`config.mk`:
```
export PLATFORM = sky130hd
export DESIGN_NAME = i2c_arbiter_flat
export DESIGN_NICKNAME = d
export VERILOG_FILES = /design/src/rtl/i2c_arbiter_if.sv /design/src/rtl/i2c_arbiter.sv /design/src/flat_wrapper.sv
export SDC_FILE = /design/constraint.sdc
export NUM_CORES = 1
export LEC_CHECK = 0
export BUFFER_PORTS_ARGS = -buffer_cell sky130_fd_sc_hd__buf_2
export CAP_MARGIN = 15
export CORE_UTILIZATION = 35
export DETAILED_ROUTE_END_ITERATION = 10
export GPL_TIMING_DRIVEN = 0
export HOLD_SLACK_MARGIN = 0.1
export PLACE_DENSITY_LB_ADDON = 0.2
export SLEW_MARGIN = 25
export SYNTH_ARGS = -nofsm -noshare
export SYNTH_HDL_FRONTEND = slang
export SYNTH_SLANG_ARGS = --single-unit
```
`constraint.sdc`:
```
create_clock -name clk_in -period 2.2 [get_ports clk_in]
set_input_delay 0.22 -clock clk_in [delete_from_list [all_inputs] [get_ports clk_in]]
set_output_delay 0.22 -clock clk_in [all_outputs]
set_load 0.05 [all_outputs]
```
`src/rtl/i2c_arbiter_if.sv`:
```
// Arbiter bus: two requester channels plus the shared i2c_controller handshake.
// master = arbiter side, slave = requesters/controller side.
interface i2c_arbiter_if;
  logic        req_0;
  logic        req_1;
  logic [7:0]  dev_addr_0;
  logic [7:0]  dev_addr_1;
  logic [15:0] reg_data_0;
  logic [15:0] reg_data_1;
  logic        grant_0;
  logic        grant_1;
  logic        done_0;
  logic        done_1;
  logic        ack_ok_0;
  logic        ack_ok_1;
  logic        i2c_start;
  logic [7:0]  i2c_dev_addr;
  logic [15:0] i2c_reg_data;
  logic        i2c_ready;
  logic        i2c_ack;
  logic        busy;
  logic [2:0]  state_out;

  modport master (
    input  req_0, req_1, dev_addr_0, dev_addr_1, reg_data_0, reg_data_1,
    input  i2c_ready, i2c_ack,
    output grant_0, grant_1, done_0, done_1, ack_ok_0, ack_ok_1,
    output i2c_start, i2c_dev_addr, i2c_reg_data, busy, state_out
  );

  modport slave (
    output req_0, req_1, dev_addr_0, dev_addr_1, reg_data_0, reg_data_1,
    output i2c_ready, i2c_ack,
    input  grant_0, grant_1, done_0, done_1, ack_ok_0, ack_ok_1,
    input  i2c_start, i2c_dev_addr, i2c_reg_data, busy, state_out
  );
endinterface

```
`src/rtl/i2c_arbiter.sv`:
```
// Round-robin arbiter sharing one i2c_controller between the init sequencer
// (requester 0) and the runtime writer (requester 1), with NACK retry and wait timeout.
//
// state     | meaning
// IDLE      | no owner; arbitrate when controller ready
// LAUNCH    | assert i2c_start for the granted transfer
// WAIT_BUSY | hold i2c_start until controller drops i2c_ready
// WAIT_DONE | wait for i2c_ready, then judge i2c_ack (retry on NACK)
// RESULT    | pulse done, publish ack_ok, release grant
module i2c_arbiter #(
  parameter int MAX_RETRY = 3,
  parameter int TIMEOUT   = 255
) (
  input  logic          clk_in,
  input  logic          reset_not,
  i2c_arbiter_if.master bus
);

  localparam int RETRY_W = (MAX_RETRY < 1) ? 1 : $clog2(MAX_RETRY + 1);
  localparam int TMO_W   = (TIMEOUT < 2) ? 1 : $clog2(TIMEOUT + 1);
  localparam logic [RETRY_W-1:0] RETRY_MAX = RETRY_W'(MAX_RETRY);
  localparam logic [TMO_W-1:0]   TMO_LAST  = TMO_W'(TIMEOUT - 1);

  typedef enum logic [2:0] {
    IDLE      = 3'd0,
    LAUNCH    = 3'd1,
    WAIT_BUSY = 3'd2,
    WAIT_DONE = 3'd3,
    RESULT    = 3'd4
  } state_t;

  state_t               state_q, state_d;
  logic [1:0]           grant_q;
  logic [1:0]           ack_ok_q;
  logic                 last_grant;
  logic [RETRY_W-1:0]   retry_cnt;
  logic [TMO_W-1:0]     tmo_cnt;
  logic [7:0]           addr_q;
  logic [15:0]          data_q;

  logic take, win, retry_inc, tmo_clr, fin_ok, fin_fail, start_c, tmo_last;

  assign tmo_last = (tmo_cnt == TMO_LAST);

  always_ff @(posedge clk_in or negedge reset_not) begin
    if (!reset_not) begin
      state_q    <= IDLE;
      grant_q    <= '0;
      ack_ok_q   <= '0;
      last_grant <= 1'b1;
      retry_cnt  <= '0;
      tmo_cnt    <= '0;
      addr_q     <= '0;
      data_q     <= '0;
    end else begin
      state_q <= state_d;
      if (take) begin
        grant_q       <= win ? 2'b10 : 2'b01;
        last_grant    <= win;
        addr_q        <= win ? bus.dev_addr_1 : bus.dev_addr_0;
        data_q        <= win ? bus.reg_data_1 : bus.reg_data_0;
        retry_cnt     <= '0;
        ack_ok_q[win] <= 1'b0;
      end else if (state_d == IDLE) begin
        grant_q <= '0;
      end
      if (retry_inc)
        retry_cnt <= retry_cnt + 1'b1;
      if (take || tmo_clr)
        tmo_cnt <= '0;
      else if (state_q == WAIT_BUSY || state_q == WAIT_DONE)
        tmo_cnt <= tmo_cnt + 1'b1;
      if (fin_ok || fin_fail)
        ack_ok_q[grant_q[1]] <= fin_ok;
    end
  end

  always_comb begin
    state_d   = state_q;
    take      = 1'b0;
    win       = 1'b0;
    retry_inc = 1'b0;
    tmo_clr   = 1'b0;
    fin_ok    = 1'b0;
    fin_fail  = 1'b0;
    start_c   = 1'b0;
    case (state_q)
      IDLE: begin
        if (bus.i2c_ready && (bus.req_0 || bus.req_1)) begin
          take    = 1'b1;
          win     = (bus.req_0 && bus.req_1) ? ~last_grant : bus.req_1;
          state_d = LAUNCH;
        end
      end
      LAUNCH: begin
        start_c = 1'b1;
        tmo_clr = 1'b1;
        state_d = WAIT_BUSY;
      end
      WAIT_BUSY: begin
        start_c = 1'b1;
        if (!bus.i2c_ready) begin
          tmo_clr = 1'b1;
          state_d = WAIT_DONE;
        end else if (tmo_last) begin
          fin_fail = 1'b1;
          state_d  = RESULT;
        end
      end
      WAIT_DONE: begin
        if (bus.i2c_ready) begin
          if (bus.i2c_ack) begin
            fin_ok  = 1'b1;
            state_d = RESULT;
          end else if (retry_cnt < RETRY_MAX) begin
            retry_inc = 1'b1;
            state_d   = LAUNCH;
          end else begin
            fin_fail = 1'b1;
            state_d  = RESULT;
          end
        end else if (tmo_last) begin
          fin_fail = 1'b1;
          state_d  = RESULT;
        end
      end
      RESULT:  state_d = IDLE;
      default: state_d = IDLE;
    endcase
  end

  // start and done decode straight from state so an async reset kills them at once
  assign bus.i2c_start    = start_c;
  assign bus.i2c_dev_addr = addr_q;
  assign bus.i2c_reg_data = data_q;
  assign bus.grant_0      = grant_q[0];
  assign bus.grant_1      = grant_q[1];
  assign bus.done_0       = (state_q == RESULT) && grant_q[0];
  assign bus.done_1       = (state_q == RESULT) && grant_q[1];
  assign bus.ack_ok_0     = ack_ok_q[0];
  assign bus.ack_ok_1     = ack_ok_q[1];
  assign bus.busy         = (state_q != IDLE);
  assign bus.state_out    = state_q;

endmodule

```
`src/flat_wrapper.sv`:
```
// flat-port wrapper written by rule: the top's interface ports become plain ports
module i2c_arbiter_flat 
#(
  parameter int MAX_RETRY = 3,
  parameter int TIMEOUT   = 255
)
  (clk_in, reset_not, bus_req_0, bus_req_1, bus_dev_addr_0, bus_dev_addr_1, bus_reg_data_0, bus_reg_data_1, bus_i2c_ready, bus_i2c_ack, bus_grant_0, bus_grant_1, bus_done_0, bus_done_1, bus_ack_ok_0, bus_ack_ok_1, bus_i2c_start, bus_i2c_dev_addr, bus_i2c_reg_data, bus_busy, bus_state_out);
  i2c_arbiter_if bus_i ();
  input  logic clk_in;
  input  logic reset_not;
  input wire logic [$bits(bus_i.req_0)-1:0] bus_req_0;
  input wire logic [$bits(bus_i.req_1)-1:0] bus_req_1;
  input wire logic [$bits(bus_i.dev_addr_0)-1:0] bus_dev_addr_0;
  input wire logic [$bits(bus_i.dev_addr_1)-1:0] bus_dev_addr_1;
  input wire logic [$bits(bus_i.reg_data_0)-1:0] bus_reg_data_0;
  input wire logic [$bits(bus_i.reg_data_1)-1:0] bus_reg_data_1;
  input wire logic [$bits(bus_i.i2c_ready)-1:0] bus_i2c_ready;
  input wire logic [$bits(bus_i.i2c_ack)-1:0] bus_i2c_ack;
  output wire logic [$bits(bus_i.grant_0)-1:0] bus_grant_0;
  output wire logic [$bits(bus_i.grant_1)-1:0] bus_grant_1;
  output wire logic [$bits(bus_i.done_0)-1:0] bus_done_0;
  output wire logic [$bits(bus_i.done_1)-1:0] bus_done_1;
  output wire logic [$bits(bus_i.ack_ok_0)-1:0] bus_ack_ok_0;
  output wire logic [$bits(bus_i.ack_ok_1)-1:0] bus_ack_ok_1;
  output wire logic [$bits(bus_i.i2c_start)-1:0] bus_i2c_start;
  output wire logic [$bits(bus_i.i2c_dev_addr)-1:0] bus_i2c_dev_addr;
  output wire logic [$bits(bus_i.i2c_reg_data)-1:0] bus_i2c_reg_data;
  output wire logic [$bits(bus_i.busy)-1:0] bus_busy;
  output wire logic [$bits(bus_i.state_out)-1:0] bus_state_out;
  assign bus_i.req_0 = bus_req_0;
  assign bus_i.req_1 = bus_req_1;
  assign bus_i.dev_addr_0 = bus_dev_addr_0;
  assign bus_i.dev_addr_1 = bus_dev_addr_1;
  assign bus_i.reg_data_0 = bus_reg_data_0;
  assign bus_i.reg_data_1 = bus_reg_data_1;
  assign bus_i.i2c_ready = bus_i2c_ready;
  assign bus_i.i2c_ack = bus_i2c_ack;
  assign bus_grant_0 = bus_i.grant_0;
  assign bus_grant_1 = bus_i.grant_1;
  assign bus_done_0 = bus_i.done_0;
  assign bus_done_1 = bus_i.done_1;
  assign bus_ack_ok_0 = bus_i.ack_ok_0;
  assign bus_ack_ok_1 = bus_i.ack_ok_1;
  assign bus_i2c_start = bus_i.i2c_start;
  assign bus_i2c_dev_addr = bus_i.i2c_dev_addr;
  assign bus_i2c_reg_data = bus_i.i2c_reg_data;
  assign bus_busy = bus_i.busy;
  assign bus_state_out = bus_i.state_out;
  i2c_arbiter #(.MAX_RETRY(MAX_RETRY), .TIMEOUT(TIMEOUT)) u_core (.clk_in(clk_in), .reset_not(reset_not), .bus(bus_i));
endmodule
```
# Word level (Yosys, flattened, before mapping)
# Cells that the tools add are included.
op_classes:
  n_addsub: 2
  mul: 0
  div: 0
  order_cmp: 5
  n_eq_ne: 5
  shift: 0
  mux: 44
  n_bitwise: 3
  reduce_logical: 17
ops:
  columns: ["operator", "count"]
  rows:
  - ["8-bit two-way mux", 3]
  - ["1-bit two-way mux", 21]
  - ["3-bit two-way mux", 6]
  - ["16-bit two-way mux", 1]
  - ["2-bit two-way mux", 7]
  - ["3-bit case mux with 4 select lines", 1]
  - ["8-bit by 1-bit adder with 8-bit output, second input constant", 1]
  - ["8-bit == test, second input constant", 1]
  - ["3-bit by 2-bit == test with 1-bit output, second input constant", 2]
  - ["1-bit logical AND", 6]
  - ["3-bit zero test", 2]
  - ["2-bit nonzero test", 3]
  - ["1-bit logical OR", 4]
  - ["1-bit by 2-bit less-than comparator with 1-bit output, second input constant", 2]
  - ["1-bit case mux with 2 select lines", 2]
  - ["3-bit by 1-bit == test with 1-bit output, second input constant", 1]
  - ["3-bit == test, second input constant", 1]
  - ["3-bit nonzero test", 1]
  - ["2-bit by 1-bit adder with 2-bit output, second input constant", 1]
  - ["2-bit bitwise AND", 1]
  - ["2-bit bitwise mux", 1]
  - ["1-bit demux with 1-bit select", 2]
  - ["1-bit >= comparator, second input constant", 2]
  - ["2-bit less-than comparator, second input constant", 1]
  - ["3 further kinds", 3]
totals:
  ff_bits: 42
  latch_bits: 0
  ramBits: 0
  mem_bits_ro: 0
  in_bits: 54
  out_inout_bits: 35
  elab_cells: 84
  n_memories: 0

# Longest topological paths before layout
# Gate-level depths: netlist (run 1).
depth:
  ltp_word: 13
  depth_mapped: 7
  depth_no_buf: 6

# Least setup slack after synthesis (run 1)
# No wires, ideal clock.
synth_path:
  path_type: "register -> output"
  start: "reg u_core.state_q[1], in the netlist u_core.bus.state_out[1]"
  end: "out bus_i2c_start"
  arrival_ns: 1.689
  setup_slack_ns: 0.291
  stages_incl_launch_ff: 3
  path_buffers: 0
  path_cell_list: "dfrtp_1 -> nand2b_1 -> a21oi_1"
synth_between:
  elab_chain_cells: 3
  elab_cells_between_ends: 4
  cone_classes: "eq/ne: 2; mux: 1; reduce/logical: 1"
synth_lines:
  columns: ["item", "line", "source"]
  rows:
  - ["start: declaration", "i2c_arbiter.sv:32", "state_t state_q, state_d;"]
  - ["start signal: assignment", "i2c_arbiter.sv:56", "state_q <= state_d;"]
  - ["3-bit by 1-bit == test with 1-bit output or 3-bit by 2-bit == test with 1-bit output (tied branches)", "i2c_arbiter.sv:87", "case (state_q)"]
  - ["2-bit OR reduction (no source line) (*)", null, null]
  - ["1-bit two-way mux (*)", "i2c_arbiter.sv:87", null]
  - ["end: declaration", "flat_wrapper.sv:25", "output wire logic [$bits(bus_i.i2c_start)-1:0] bus_i2c_start;"]
# Mark *: on every way between the ends. The rest lies on a longest branch, timed or not.

# Final worst setup path (run 1)
layout_path:
  start: "reg u_core.state_q[0], in the netlist u_core.bus.state_out[0]"
  end: "out bus_done_0"
layout_between:
  elab_chain_cells: 2
layout_lines:
  columns: ["item", "line", "source"]
  rows:
  - ["3-bit == test", "i2c_arbiter.sv:138", "assign bus.done_0 = (state_q == RESULT) && grant_q[0];"]
  - ["1-bit logical AND", "i2c_arbiter.sv:138", null]
  - ["end: declaration", "flat_wrapper.sv:21", "output wire logic [$bits(bus_i.done_0)-1:0] bus_done_0;"]
# Every way passes these cells.

==> qor.txt, run 1 <==
outcome = complete, no violations
pin count of the biggest net entering global routing = 43
Reg2Reg Capture Point = u_core.bus.i2c_reg_data[3]$_DFFE_PN0P_
Final min period = 1.89 ns
hold depth = 3
Hold Violations, Final = 0
Core ar. = 5540 sq um
critical path type = flop to output port
CP Capture Type = output port
setup TNS = 0 ns
Syn Nets = 250
Critical Path RT = 1.98 ns
Max Slew Vio Count = 0
Max Freq = 528 MHz
DR vias = 1754
antenna violations before repair = 0
Clock Latency Late Sink = 0.29 ns
Die ar. = 6080 sq um
Rel. slew slack = 0.616
Slowest cell on crit path = dfrtp_1
GRT overflow = 0
Clock Tree Buf Depth = 2
Arrival @ worst endpoint = 1.67 ns
Setup-failing EPs final = 0
post-DR wirelength/cell = 12.6 um
Post-CTS Resized = 0
vias in the first global route = 1589
FP Rows = 27
Worst Min Path Start = bus_reg_data_1[7]
initial DRC count = 111
H-Tree Depth = 2
sequential area share after synthesis = 0.521
Clock Pin Slew Worst Setup and Hold Paths = 0.08 ns
DRT antenna net count = 0
clock sinks = 42
max-cap violation count = 0
layout cells sized above 1 = 0.370
fillers = 550
VDD IR-drop max = 0.693 mV
Post-Syn Instances = 193
Final GP Congestion = 0.804
total power divided by cell area = 1490 nW/um^2
# Post-CTS Setup Buffers = 0
worst reg-to-reg path cell count = 5
dpl hpwl = 3.35 mm
FF-to-FF Start = u_core.bus.state_out[1]$_DFF_PN0_
Post-Route Skew = 0.00526 ns
gr usage total = 0.159
CTS tree = yes
Leakage = 1.46 nW
Netlist Area Pre-Place = 2020 sq um
syn avg cell area = 10.5 sq um
critical-path cell list = clkbuf_1 > nor2_1 > and3_1 > buf_2
crit-path max FO = 10
drt pass-1 iters = 5
period utilization = 0.861
RSZ-0062 raised after global routing = no
CP Buf/Inv Count = 2
root buf cell = clkbuf_8
Yosys reg bits = 42
Distinct cells, synth = 32
final WL = 4.54 mm
IO Port Bufs = 87
worst slew pin tran = 0.572 ns
CTS Buf Count = 5
layout net count = 345
Design Power = 3.98 mW
Hold Path Class = input port to flop
Hold Crit Endpoint = u_core.bus.i2c_reg_data[7]$_DFFE_PN0P_
crit-path max cell delay = 0.49 ns
synthesis-to-finish area growth = 31.9%
Synthesis Warnings = 0
Die W = 78.0 um
drc violations = 0
Die H = 78.0 um
CP delay by family, top = buffers and inverters
FF-to-FF setup slack = 0.39 ns
first-pass GRT wire length = 7.49 mm
initial core utilization = 0.365
routed vias/inst = 4.86
# IOs = 89
ANT cells = 0
CP startpoint kind = flop
-- state kept, by name, indices dropped and copies added (netlist names) --
signal and count:
u_core.grant_q 2, u_core.retry_cnt 2, u_core.bus.state_out 3, u_core.tmo_cnt 8, u_core.last_grant 1, u_core.bus.i2c_reg_data 16, u_core.ack_ok_q 2, u_core.bus.i2c_dev_addr 8
-- cells in the mapped netlist --
master,instances,area share
a211oi_1,1,0.0037
a21boi_0,1,0.0037
a21o_1,4,0.015
a21oi_1,3,0.0074
a222oi_1,19,0.094
and3_1,5,0.015
buf_2,5,0.012
buf_4,3,0.011
buf_6,2,0.011
clkbuf_1,2,0.0037
dfrtp_1,41,0.51
dfstp_2,1,0.013
ha_1,3,0.019
inv_1,22,0.041
mux2i_1,5,0.025
nand2_1,16,0.030
nand2b_1,5,0.015
nand3_1,5,0.012
nand3b_1,3,0.011
nand4_1,5,0.015
nor2_1,12,0.022
nor2b_1,1,0.0031
nor3b_1,1,0.0037
nor4b_4,1,0.012
o211ai_1,4,0.015
o21a_1,2,0.0074
o21ai_0,7,0.017
o21ai_1,1,0.0025
o21ai_2,1,0.0043
or2_2,1,0.0031
or3_1,4,0.012
xor2_1,7,0.030
-- cell type report --
type / count / area, sq um / area share
Clock buffer: 7 / 76.3 / 0.0286
Multi-Input combinational cell: 117 / 808 / 0.303
Tap cell: 72 / 90.1 / 0.0338
Sequential cell: 42 / 1050 / 0.395
Inverter: 22 / 82.6 / 0.0310
Buffer: 12 / 77.6 / 0.0291
Clock inverter: 1 / 30.0 / 0.0113
Timing Repair Buffer: 88 / 448 / 0.168
-- worst register-to-register path, cell delays in order, from the launching register on --
cell	delay (ns)
dfrtp_1	0.50
nor4b_4	0.39
o21ai_2	0.19
buf_6	0.18
a222oi_1	0.35
inv_1	0.07
-- cell usage in the layout (no fill, tap or decap), drive strengths merged --
cell	instances
a21oi	3
nand2b	5
dfstp	1
nand4	5
buf	97
a21boi	1
dfrtp	41
dlygate4sd3	1
nand2	16
a21o	4
clkbuf	9
or2	1
o21ai	9
nor2b	1
inv	22
nor2	12
o211ai	4
o21a	2
a211oi	1
bufinv	1
nor4b	1
a222oi	19
and3	5
nor3b	1
ha	3
nand3	5
mux2i	5
xor2	7
or3	4
nand3b	3
-- logic make-up after synthesis --
| logic type | share of synthesized area |
|---|---|
| muxes | 0.0248 |
| adders and majority gates | 0.0186 |
| DFF | 0.521 |
| buffers and inverters | 0.0793 |
| AOI/OAI and AO/OA | 0.170 |
| xor gates and xnor gates | 0.0303 |
| and+or+nand+nor | 0.156 |
-- how the worst max path moves through the flow --
stage	startpoint	to	slack, ns	cells after the start
6_report	u_core.bus.state_out[0]$_DFF_PN0_	bus_done_0	0.31	4
5_1_grt	u_core.bus.state_out[0]$_DFF_PN0_	bus_done_0	0.17	4
4_1_cts	u_core.bus.state_out[0]$_DFF_PN0_	bus_done_0	0.31	4
3_5_place_dp	u_core.bus.state_out[1]$_DFF_PN0_	u_core.bus.i2c_reg_data[3]$_DFFE_PN0P_	0.39	5
3_3_place_gp	u_core.bus.state_out[1]$_DFF_PN0_	u_core.bus.i2c_dev_addr[3]$_DFFE_PN0P_	0.41	5
2_1_floorplan	u_core.bus.state_out[1]$_DFF_PN0_	bus_i2c_start	0.29	2
-- per-layer routing --
layer | vias up | track usage | part of all wire
li1 | 884 | - | -
met1 | 799 | 0.225 | 0.49
met2 | 63 | 0.240 | 0.45
met3 | 8 | 0.0318 | 0.049
met4 | 0 | 0.0611 | 0.013
met5 | - | 0 | 0
-- through the flow --
stage                util  setup slack (ns)  cell area, sq um  hold slack (ns)  std cells
floorplan               -             0.291              2020          -0.0756        193
global placement    0.460             0.406              2550            0.415        352
detailed placement  0.460             0.391              2550            0.418        352
CTS                 0.479             0.312              2650            0.102        360
global route        0.481             0.167              2670            0.128        361
finish              0.481             0.307              2670            0.136        361
-- power by group --
| group | total, mW | switching, mW | internal [mW] |
|---|---|---|---|
| Clock | 0.588 | 0.248 | 0.339 |
| Combinational | 2.11 | 1.51 | 0.599 |
| Sequential | 1.28 | 0.213 | 1.06 |
| Total | 3.98 | 1.97 | 2.00 |
-- what timing repair did --
action,CTS,global route
endpoints found under the setup margin,0,0
hold buffers,0,1
hold endpoints to repair,0,41
Power figures use the tool's default switching activity.
==> run 2, diff against run 1 <==
--- a/config.mk
+++ b/config.mk
@@ -5,6 +5,7 @@
 export SDC_FILE = /design/constraint.sdc
 export NUM_CORES = 1
 export LEC_CHECK = 0
+export ABC_AREA = 1
 export BUFFER_PORTS_ARGS = -buffer_cell sky130_fd_sc_hd__buf_2
 export CAP_MARGIN = 15
 export CORE_UTILIZATION = 35
==> qor.txt, run 2 <==
outcome = complete, no violations (unchanged)
Multi-input gate area = 1030 sq um (was 808 sq um)
ANT cells = 0 (unchanged)
drt pass-1 iters = 4 (was 5)
CP Capture Type = output port (unchanged)
Clock Latency Late Sink = 0.28 ns (was 0.29 ns)
FF-to-FF Start = u_core.last_grant$_DFFE_PN1P_ (was u_core.bus.state_out[1]$_DFF_PN0_)
RSZ-0062 raised after global routing = no (unchanged)
clock sinks = 42 (unchanged)
number of flip-flops in the largest register = 16 (unchanged)
Post-Route Skew = 0.00472 ns (was 0.00526 ns)
Hold Path Class = input port to flop (unchanged)
H-Tree Depth = 2 (unchanged)
pin count of the biggest net entering global routing = 43 (unchanged)
Post-Syn Instances = 253 (was 193)
Syn Nets = 310 (was 250)
Async S/R FF share, synth = 1.00 (unchanged)
layout cells sized above 1 = 0.401 (was 0.370)
Worst Min Path Start = bus_reg_data_0[10] (was bus_reg_data_1[7])
total power divided by cell area = 1460 nW/um^2 (was 1490 nW/um^2)
Max Slew Vio Count = 0 (unchanged)
Final min period = 1.67 ns (was 1.89 ns)
drc violations = 0 (unchanged)
Post-synth EDFFs = 0 (unchanged)
period utilization = 0.760 (was 0.861)
sequential area share after synthesis = 0.470 (was 0.521)
Arrival @ worst endpoint = 1.45 ns (was 1.67 ns)
CP delay by family, top = flip-flops (was buffers and inverters)
CTS Buf Count = 5 (unchanged)
largest cells by area after synthesis = dfrtp_1, nand2_1, a22oi_2 (was dfrtp_1, a222oi_1, inv_1)
worst slew pin tran = 0.542 ns (was 0.572 ns)
Clock Tree Buf Depth = 2 (unchanged)
Finished Core Util = 0.476 (was 0.481)
critical path type = flop to output port (unchanged)
initial core utilization = 0.370 (was 0.365)
Clock Pin Slew Worst Setup and Hold Paths = 0.08 ns (about the same)
Leakage = 1.55 nW (was 1.46 nW)
Distinct cells, synth = 32 (unchanged)
gr usage total = 0.154 (was 0.159)
Slowest cell on crit path = dfrtp_1 (unchanged)
dpl hpwl = 3.99 mm (was 3.35 mm)
routed vias/inst = 4.76 (was 4.86)
CTS tree = yes (unchanged)
post-DR wirelength/cell = 12.2 um (was 12.6 um)
crit-path max cell delay = 0.50 ns (was 0.49 ns)
final WL = 5.19 mm (was 4.54 mm)
antenna violations before repair = 0 (unchanged)
Die W = 82.0 um (was 78.0 um)
vias in the first global route = 1785 (was 1589)
commonest non-fill, non-tap cell in the layout = buf_2 (unchanged)
Synthesis Warnings = 0 (unchanged)
# Post-CTS Setup Buffers = 0 (unchanged)
Hold-fix buffers, CTS = 0 (unchanged)
Final GP Congestion = 0.813 (was 0.804)
syn avg cell area = 8.85 sq um (was 10.5 sq um)
fillers = 632 (was 550)
Hold Violations, Final = 0 (unchanged)
Die ar. = 6720 sq um (was 6080 sq um)
Synth area leader = dfrtp_1 (unchanged)
top cells by count, synth = nand2_1, dfrtp_1, nor2_1 (was dfrtp_1, inv_1, a222oi_1)
Critical Path Start = u_core.bus.state_out[2]$_DFF_PN0_ (was u_core.bus.state_out[0]$_DFF_PN0_)
Max Freq = 598 MHz (was 528 MHz)
# IOs = 89 (unchanged)
post-synth top area share = 0.458 (was 0.508)
DRT antenna net count = 0 (unchanged)
Post-synth top flop = dfrtp_1 (unchanged)
critical-path cell list = inv_2 > nand2_4 > inv_2 > nand2_2 > nand2_1 > buf_2 (was clkbuf_1 > nor2_1 > and3_1 > buf_2)
synthesis-to-finish area growth = 28.9% (was 31.9%)
Yosys reg bits = 42 (unchanged)
crit-path max FO = 8 (was 10)
Netlist Area Pre-Place = 2240 sq um (was 2020 sq um)
Rel. slew slack = 0.639 (was 0.616)
initial DRC count = 55 (was 111)
Design Power = 4.21 mW (was 3.98 mW)
FP Rows = 28 (was 27)
first-pass GRT wire length = 7.85 mm (was 7.49 mm)
IO Port Bufs = 87 (unchanged)
GRT overflow = 0 (unchanged)
Die H = 82.0 um (was 78.0 um)
CP startpoint kind = flop (unchanged)
max-cap violation count = 0 (unchanged)
VDD IR-drop max = 0.725 mV (was 0.693 mV)
CP Buf/Inv Count = 3 (was 2)
top-count cell post-synth = nand2_1 (was dfrtp_1)
DR vias = 2020 (was 1754)
root buf cell = clkbuf_8 (unchanged)
most frequent cells in the layout = buf_2, nand2_1, dfrtp_1, nor2_1, inv_1 (was buf_2, dfrtp_1, inv_1, a222oi_1, nand2_1)
layout net count = 405 (was 345)
Most common cell on crit path = inv_2
Critical Path RT = 1.98 ns (about the same)
sequential cell area = 1050 sq um (unchanged)
Post-CTS Resized = 0 (unchanged)
setup TNS = 0 ns (unchanged)
Setup-failing EPs final = 0 (unchanged)
Core ar. = 6060 sq um (was 5540 sq um)
==> run 2: cell count changes after synthesis, moves of 6 or more <==
cell / previous run / this run
a222oi_1: 19 / 0
nand2_1: 16 / 81
nor2_1: 12 / 28
a22oi_2: 0 / 13
inv_2: 0 / 7
inv_1: 22 / 16
a22oi_1: 0 / 6
==> run 2: worst min-delay path, cell delays in order <==
cell and delay, ns:
buf_2 0.07, nand2_1 0.04, nand2_1 0.05
==> run 2: power breakdown <==
part           internal (mW)  switching [mW]  leakage (nW)
combinational          0.644            1.69         0.964
clock                  0.340           0.253        0.0524
sequential              1.07           0.210         0.539
==> run 2: path summary, 6_finish.rpt <==
check                                                     endpoint  slack (ns)  cells past startpoint
min in group asynchronous          u_core.retry_cnt[1]$_DFFE_PN0P_        0.46                      2
hold reg to reg                      u_core.last_grant$_DFFE_PN1P_        0.47                      2
setup / recovery                                     bus_i2c_start        0.53                      6
max in group asynchronous            u_core.last_grant$_DFFE_PN1P_        1.34                      2
setup reg to reg            u_core.bus.i2c_dev_addr[3]$_DFFE_PN0P_        0.71                      8
hold / removal             u_core.bus.i2c_reg_data[10]$_DFFE_PN0P_        0.14                      3
==> run 2: cell families after synthesis <==
family,synth area share
XOR/XNOR,0.0117
adder cells (fa/ha/maj),0.0168
flip-flops,0.470
AO/OA/AOI/OAI,0.140
AND/OR/NAND/NOR,0.292
buffers and inverters,0.0698
==> run 2: layout make-up <==
cell class / count / share of cell area
multi-input cells: 181 / 0.357
flip-flops and latches: 42 / 0.364
well taps: 75 / 0.0325
inverters: 24 / 0.0321
repair buffers: 88 / 0.155
plain buffers: 6 / 0.0221
clock inverters: 1 / 0.0104
clock buffers: 7 / 0.0264
==> run 2: metrics by stage <==
step	worst slack, ns	hold WS [ns]	cell area, sq um	cells
global route	0.457	0.122	2890	424
detailed placement	0.730	0.424	2770	415
finish	0.527	0.136	2890	424
CTS	0.513	0.120	2880	423
floorplan	0.373	-0.0756	2240	253
global placement	0.743	0.419	2770	415
==> run 2: per-layer routing <==
layer,track usage,part of all wire,vias up
li1,-,-,1015
met3,0.0322,0.040,2
met5,0,0,-
met1,0.195,0.45,956
met2,0.267,0.51,47
met4,0.0316,0.0037,0
